## config.mk

```make
export PLATFORM = sky130hd
export DESIGN_NAME = if_stage
export DESIGN_NICKNAME = d
export VERILOG_FILES = /design/src/rtl/if_stage.sv
export SDC_FILE = /design/constraint.sdc
export NUM_CORES = 1
export LEC_CHECK = 0
export BUFFER_PORTS_ARGS = -buffer_cell sky130_fd_sc_hd__buf_2
export CORE_MARGIN = 3
export CORE_UTILIZATION = 52
export CTS_CLUSTER_DIAMETER = 60
export DETAILED_ROUTE_END_ITERATION = 7
export PLACE_DENSITY = 0.86
export SETUP_SLACK_MARGIN = 0.1
export SLEW_MARGIN = 10
export SYNTH_ARGS = -nofsm -noshare
export SYNTH_HDL_FRONTEND = slang
export SYNTH_SLANG_ARGS = --single-unit
```

## constraint.sdc

```tcl
create_clock -name clk -period 4.4 [get_ports clk]
set_input_delay 0.88 -clock clk [delete_from_list [all_inputs] [get_ports clk]]
set_output_delay 0.88 -clock clk [all_outputs]
set_load 0.005 [all_outputs]
```

## src/rtl/if_stage.sv

```systemverilog
// -----------------------------------------------------------------------------
// if_stage -- instruction fetch stage with PC register and IF/ID pipeline reg.
//
// The PC drives a combinational instruction ROM directly, so an instruction
// reaches the decode stage one cycle after its address is presented. The next
// PC is chosen by priority: reset, taken branch, jump, stall hold, PC+1.
// A redirect (branch or jump) always flushes IF/ID to a NOP bubble and wins
// over a concurrent stall.
//
// Ports:
//   clk            in   rising-edge clock
//   rst            in   asynchronous, active-high reset
//   stall          in   hazard hold; freezes PC and IF/ID
//   branch_taken   in   resolved taken branch from execute
//   branch_target  in   [AW]  branch word address
//   jump           in   decoded jump from decode
//   jump_target    in   [AW]  jump word address
//   inst_addr      out  [AW]  current PC to the instruction ROM
//   inst_in        in   [32]  ROM data for inst_addr
//   if_id_inst     out  [32]  registered instruction
//   if_id_pc       out  [AW]  address of if_id_inst
//   if_id_npc      out  [AW]  if_id_pc + 1 (wraps)
//   if_id_valid    out        1 = real instruction, 0 = bubble
//   redirect_cnt   out  [8]   saturating count of taken redirects
// -----------------------------------------------------------------------------
module if_stage #(
  parameter int              AW       = 6,
  parameter logic [AW-1:0]   RESET_PC = 6'h00,
  parameter logic [31:0]     NOP      = 32'h00000000
) (
  input  logic          clk,
  input  logic          rst,
  input  logic          stall,
  input  logic          branch_taken,
  input  logic [AW-1:0] branch_target,
  input  logic          jump,
  input  logic [AW-1:0] jump_target,
  output logic [AW-1:0] inst_addr,
  input  logic [31:0]   inst_in,
  output logic [31:0]   if_id_inst,
  output logic [AW-1:0] if_id_pc,
  output logic [AW-1:0] if_id_npc,
  output logic          if_id_valid,
  output logic [7:0]    redirect_cnt
);

  logic [AW-1:0] pc;
  logic [AW-1:0] pc_seq;
  logic [AW-1:0] pc_next;
  logic          redirect;

  assign inst_addr = pc;
  assign redirect  = branch_taken | jump;
  // Natural AW-bit overflow gives the 3F -> 00 wrap.
  assign pc_seq    = pc + AW'(1);

  // Targets are only looked at while their own qualifier is high, so an
  // undriven target on an idle cycle never reaches the PC.
  always_comb begin
    pc_next = pc_seq;
    if (branch_taken)
      pc_next = branch_target;
    else if (jump)
      pc_next = jump_target;
    else if (stall)
      pc_next = pc;
  end

  always_ff @(posedge clk or posedge rst) begin
    if (rst)
      pc <= RESET_PC;
    else
      pc <= pc_next;
  end

  always_ff @(posedge clk or posedge rst) begin
    if (rst) begin
      if_id_inst  <= NOP;
      if_id_pc    <= '0;
      if_id_npc   <= '0;
      if_id_valid <= 1'b0;
    end else if (redirect) begin
      if_id_inst  <= NOP;
      if_id_pc    <= '0;
      if_id_npc   <= '0;
      if_id_valid <= 1'b0;
    end else if (!stall) begin
      if_id_inst  <= inst_in;
      if_id_pc    <= pc;
      if_id_npc   <= pc_seq;
      if_id_valid <= 1'b1;
    end
  end

  always_ff @(posedge clk or posedge rst) begin
    if (rst)
      redirect_cnt <= 8'h00;
    else if (redirect && (redirect_cnt != 8'hFF))
      redirect_cnt <= redirect_cnt + 8'd1;
  end

endmodule

```

* Word-level counts from Yosys, hierarchy flattened
Index checks and enable logic that the tools add are counted.
** Word-level totals
- Memories kept :: 0
- Bits in read-only memories :: 0
- Memory bits (writable) :: 0
- Word-level logic and storage cells :: 23
- Input port bits :: 49
- Bits in latches :: 0
- Bits in registers :: 59
- Output and inout bits :: 59
** Cells by class
- Reduce and logical (&&, ||, !) cells :: 1
- $lt $le $gt $ge :: 0
- $mul :: 0
- Eq/ne operators :: 3
- Bitwise gates (word level) :: 1
- Divide/modulo/power cells :: 0
- Mux-type cells :: 10
- Shift-type cells :: 0
- $add $sub $neg :: 2
** Operator list (number)
- $mux 32 :: 2
- $mux 6 :: 6
- $add 8x1->8 const B :: 1
- $ne 8x8->1 const B :: 1
- $add 6x1->6 const B :: 1
- $ne 3x1->1 const B :: 1
- $mux 1 :: 2
- $ne 2x1->1 const B :: 1
- $logic_and 1x1->1 :: 1
- $or 1x1->1 :: 1

* Logic depth before layout (Yosys ltp)
- Depth in word-level cells :: 4
- Depth in mapped cells :: 6

* Worst setup path before layout
OpenSTA, ideal clock, no wires.
- Path kind :: input-to-reg
- From :: input stall
- To :: register if_id_inst[20]
- Setup time :: 121 ps
- Path slack :: 2590 ps
- Arrival :: 1689 ps
- Stages :: 5
- Cells stage by stage :: buf_2 -> buf_4 -> buf_2 -> mux2i_1 -> nor2_1
** On the way
- Cells in the longest elaborated chain, start to end :: 1
** RTL lines
- start, declared :: line 33 : input logic stall,
- $ne 2x1->1 (no line)
- end signal, assigned :: line 88 : if_id_inst <= inst_in;
- end, declared :: line 40 : output logic [31:0] if_id_inst,
No other way between the ends.
A chain may end at the register's enable or synchronous reset.

* Worst setup path after layout
- From :: input stall
- To :: register pc[1], in the netlist inst_addr[1]
** On the way
- Cells in the longest elaborated chain, start to end :: 1
** RTL lines
- $ne 3x1->1 (no line)
- end signal, assigned :: line 73 : pc <= pc_next;
- end, declared :: line 47 : logic [AW-1:0] pc;
No other way between the ends.

==> out/qor.csv <==
metric,value,unit
largest net degree at the start of global routing,60,
Final Hold Viols,0,
DRC,0,
Yosys cell types,32,
register area share after synthesis,55.5,%
fin util,69.9,%
gr ovfl total,0,
Antenna Violating Nets Remaining,0,
ANT cells,0,
CTS tree,yes,
Layout fillers,373,
Setup Buffers After CTS,0,
cell area after layout,3390,sq um
Met1 Wirelength,2610,um
CTS H-tree depth,3,
Worst-path clk slew,0.07,ns
status,"finished, final reports clean",
first-pass GRT wire length,9920,um
crit path DAT,2.35,ns
hpwl dp,4070,um
Die Height,77.5,um
pwr dens,408,nW/um^2
GRT Resource Usage Total,20.6,%
Area after DPL,3210,sq um
r2r startpoint,redirect_cnt[0],
multi-input combinational cell area,1080,sq um
Worst Hold Path EP,if_id_npc[2],
die area,6010,sq um
Sinks on Clock Net,59,
mean routed wirelength per cell,13.7,um
final wirelength,5790,um
slowest CP cell,buf_2,
post-synthesis cell count,245,
CTS max path bufs,2,
Slew @ Worst Pin,0.903,ns
port bufs,107,
Leakage Power,1.88,nW
Final min period,2.16,ns
core area,4850,sq um
Avg Inst Size Synth,10.9,sq um
Int Pwr,0.989,mW
Tcrit/Tclk final,49.0,%
hold path startpoint,if_id_npc[2],
Skew-Pair Late Insertion Delay,0.32,ns
uppermost layer routed,met4,
DRT iter0 DRCs,96,
sw power,0.393,mW
r2r endpoint,redirect_cnt[1],
Worst setup EP type,register,
register area,1480,sq um
max_slew headroom,39.8,%
initial antenna violation count,0,
hold path depth,2,
Crit path required time,4.60,ns
vias in the first global route,2120,
TNS Setup,0,ns
startpoint types,input pin,
FF-to-FF setup slack,2.70,ns
routed via count,2124,
met3 wire len,380,um
Max IR drop VDD,0.298,mV
PostCTS Resize Cnt,0,
IO Count,108,
Mapped Area,2660,sq um
RSZ-0062 raised after global routing,false,
HP Class,register to register,
Worst Skew,0.00631,ns
metal2 WL,2720,um
share of total power in the clock network,31.6,%
Critical Path Max Stage Delay,0.49,ns
crit path cell chain,buf_2 -> buf_4 -> mux2i_1 -> nor2_1 -> a21oi_1 -> o21ai_0,
Setup Crit Path Kind,input pin to register,
share of power burned in registers,48.3,%
Die W,77.5,um
Root Buffer Master,clkbuf_8,
hold buffers post-CTS,0,
CTS buffer count,9,
FMAX,464,MHz
Comb pwr share,20.0,%
Vias/cell,5.03,
Pwr Total,1.38,mW
Seq cells post-synth,59,
layout cells sized above 1,36.9,%
GP Congestion,0.789,
Max-Cap Viols,0,
CP max FO,28,
starting density of the core,54.9,%
Final setup viols,0,
nets@finish,402,
YS warnings,0,
reg2reg path depth,5,
# rows,25,
switching portion of total power,28.4,%
DR pass1 iterations,4,
Layout area overhead,27.4,%
"Slew Viols, Final",0,
Post-Syn Nets,296,
cells by family after synthesis:
group,after synthesis,synth area share (%)
buffers and inverters,19,3.86
AOI/OAI and AO/OA,30,6.49
DFF,59,55.5
and+or+nand+nor,81,13.0
muxes,46,17.6
adders and majority gates,2,0.941
xor gates and xnor gates,8,2.63
final cells by class:
| type | instances | area share, % |
|---|---|---|
| clock buffers | 13 | 4.98 |
| clock inverters | 2 | 0.295 |
| inverters | 5 | 0.554 |
| multi-input cells | 167 | 31.9 |
| flip-flops and latches | 59 | 43.6 |
| well taps | 67 | 2.47 |
| repair buffers | 109 | 16.2 |
cell usage after synthesis:
cell       instances  area, sq um
nor3b_1            1         7.51
dfrtp_1           59         1480
o21ai_0            8         40.0
ha_1               2         25.0
nand3_1            4         20.0
mux2_2             2         22.5
inv_1              5         18.8
nand4_1            2         12.5
and3_1             1         6.26
o211ai_1           1         7.51
o2111a_1           1         11.3
a31oi_1            2         12.5
xnor2_1            6         52.6
nand2_1           15         56.3
nor3_1             2         10.0
nor2_1            51          191
mux2_4             1         15.0
nand2b_1           1         6.26
clkbuf_2           1         5.00
mux2i_1           43          430
o21a_1             2         15.0
buf_2              9         45.0
and2_4             1         8.76
and4_4             1         11.3
or2_1              1         6.26
buf_6              1         11.3
buf_4              3         22.5
a211oi_1           1         7.51
a2bb2oi_1          1         8.76
a21oi_1           14         70.1
or2_4              1         8.76
xor2_1             2         17.5
how the worst max path moves through the flow:
stage          cells after the start  startpoint  slack, ns             to
2_1_floorplan                      1         rst       2.06  if_id_inst[0]
5_1_grt                            6       stall       2.14   inst_addr[1]
3_5_place_dp                       6       stall       1.88   inst_addr[1]
6_report                           6       stall       2.24   inst_addr[1]
3_3_place_gp                       6       stall       1.95   inst_addr[1]
4_1_cts                            6       stall       2.23   inst_addr[1]
layer usage:
| metal | vias up | track usage [%] |
|---|---|---|
| li1 | 1042 | - |
| met1 | 979 | 28.1 |
| met2 | 92 | 32.3 |
| met3 | 11 | 4.52 |
| met4 | 0 | 7.83 |
| met5 | - | 0 |
critical path: cells and delay by family:
family	cells	cell delay (ns)
AOI/OAI and AO/OA	2	0.19
muxes	1	0.24
buffers and inverters	2	0.98
and+or+nand+nor	1	0.05
stage by stage:
step | worst slack [ns] | hold slack (ns) | cells
2_1_floorplan | 2.06 | 0.474 | 245
3_3_place_gp | 1.95 | 0.482 | 407
3_5_place_dp | 1.88 | 0.502 | 407
4_1_cts | 2.23 | 0.517 | 422
5_1_grt | 2.14 | 0.520 | 422
6_report | 2.24 | 0.510 | 422
placed cells by master, fill, tap and decap left out, types with 2 or more instances in the layout:
cell type	synthesis	final
mux2i_1	43	43
a31oi_1	2	2
xnor2_1	6	6
dfrtp_1	59	59
inv_1	5	4
o21a_1	2	2
clkinv_2	0	2
nor2_1	51	51
mux2_2	2	2
buf_2	9	107
nor3_1	2	2
buf_4	3	2
nand4_1	2	2
ha_1	2	2
a21oi_1	14	14
nand2_1	15	15
xor2_1	2	2
clkbuf_8	0	12
o21ai_0	8	8
nand3_1	4	4
flip-flops by register name, summed over array words and instances, names as in the netlist:
register	flops
if_id_npc	6
redirect_cnt	8
if_id_inst	32
inst_addr	6
if_id_pc	6
if_id_valid	1
power by group through the flow:
stage                     Sequential (mW)  Clock, mW  Combinational (mW)
after CTS                           0.668      0.447               0.281
final                               0.668      0.437               0.277
after detailed placement            0.676          0               0.278
after global routing                0.680      0.469               0.312
after floorplan                     0.670          0               0.170
after global placement              0.674          0               0.269
Note: power is estimated with default switching activity, not from simulation.
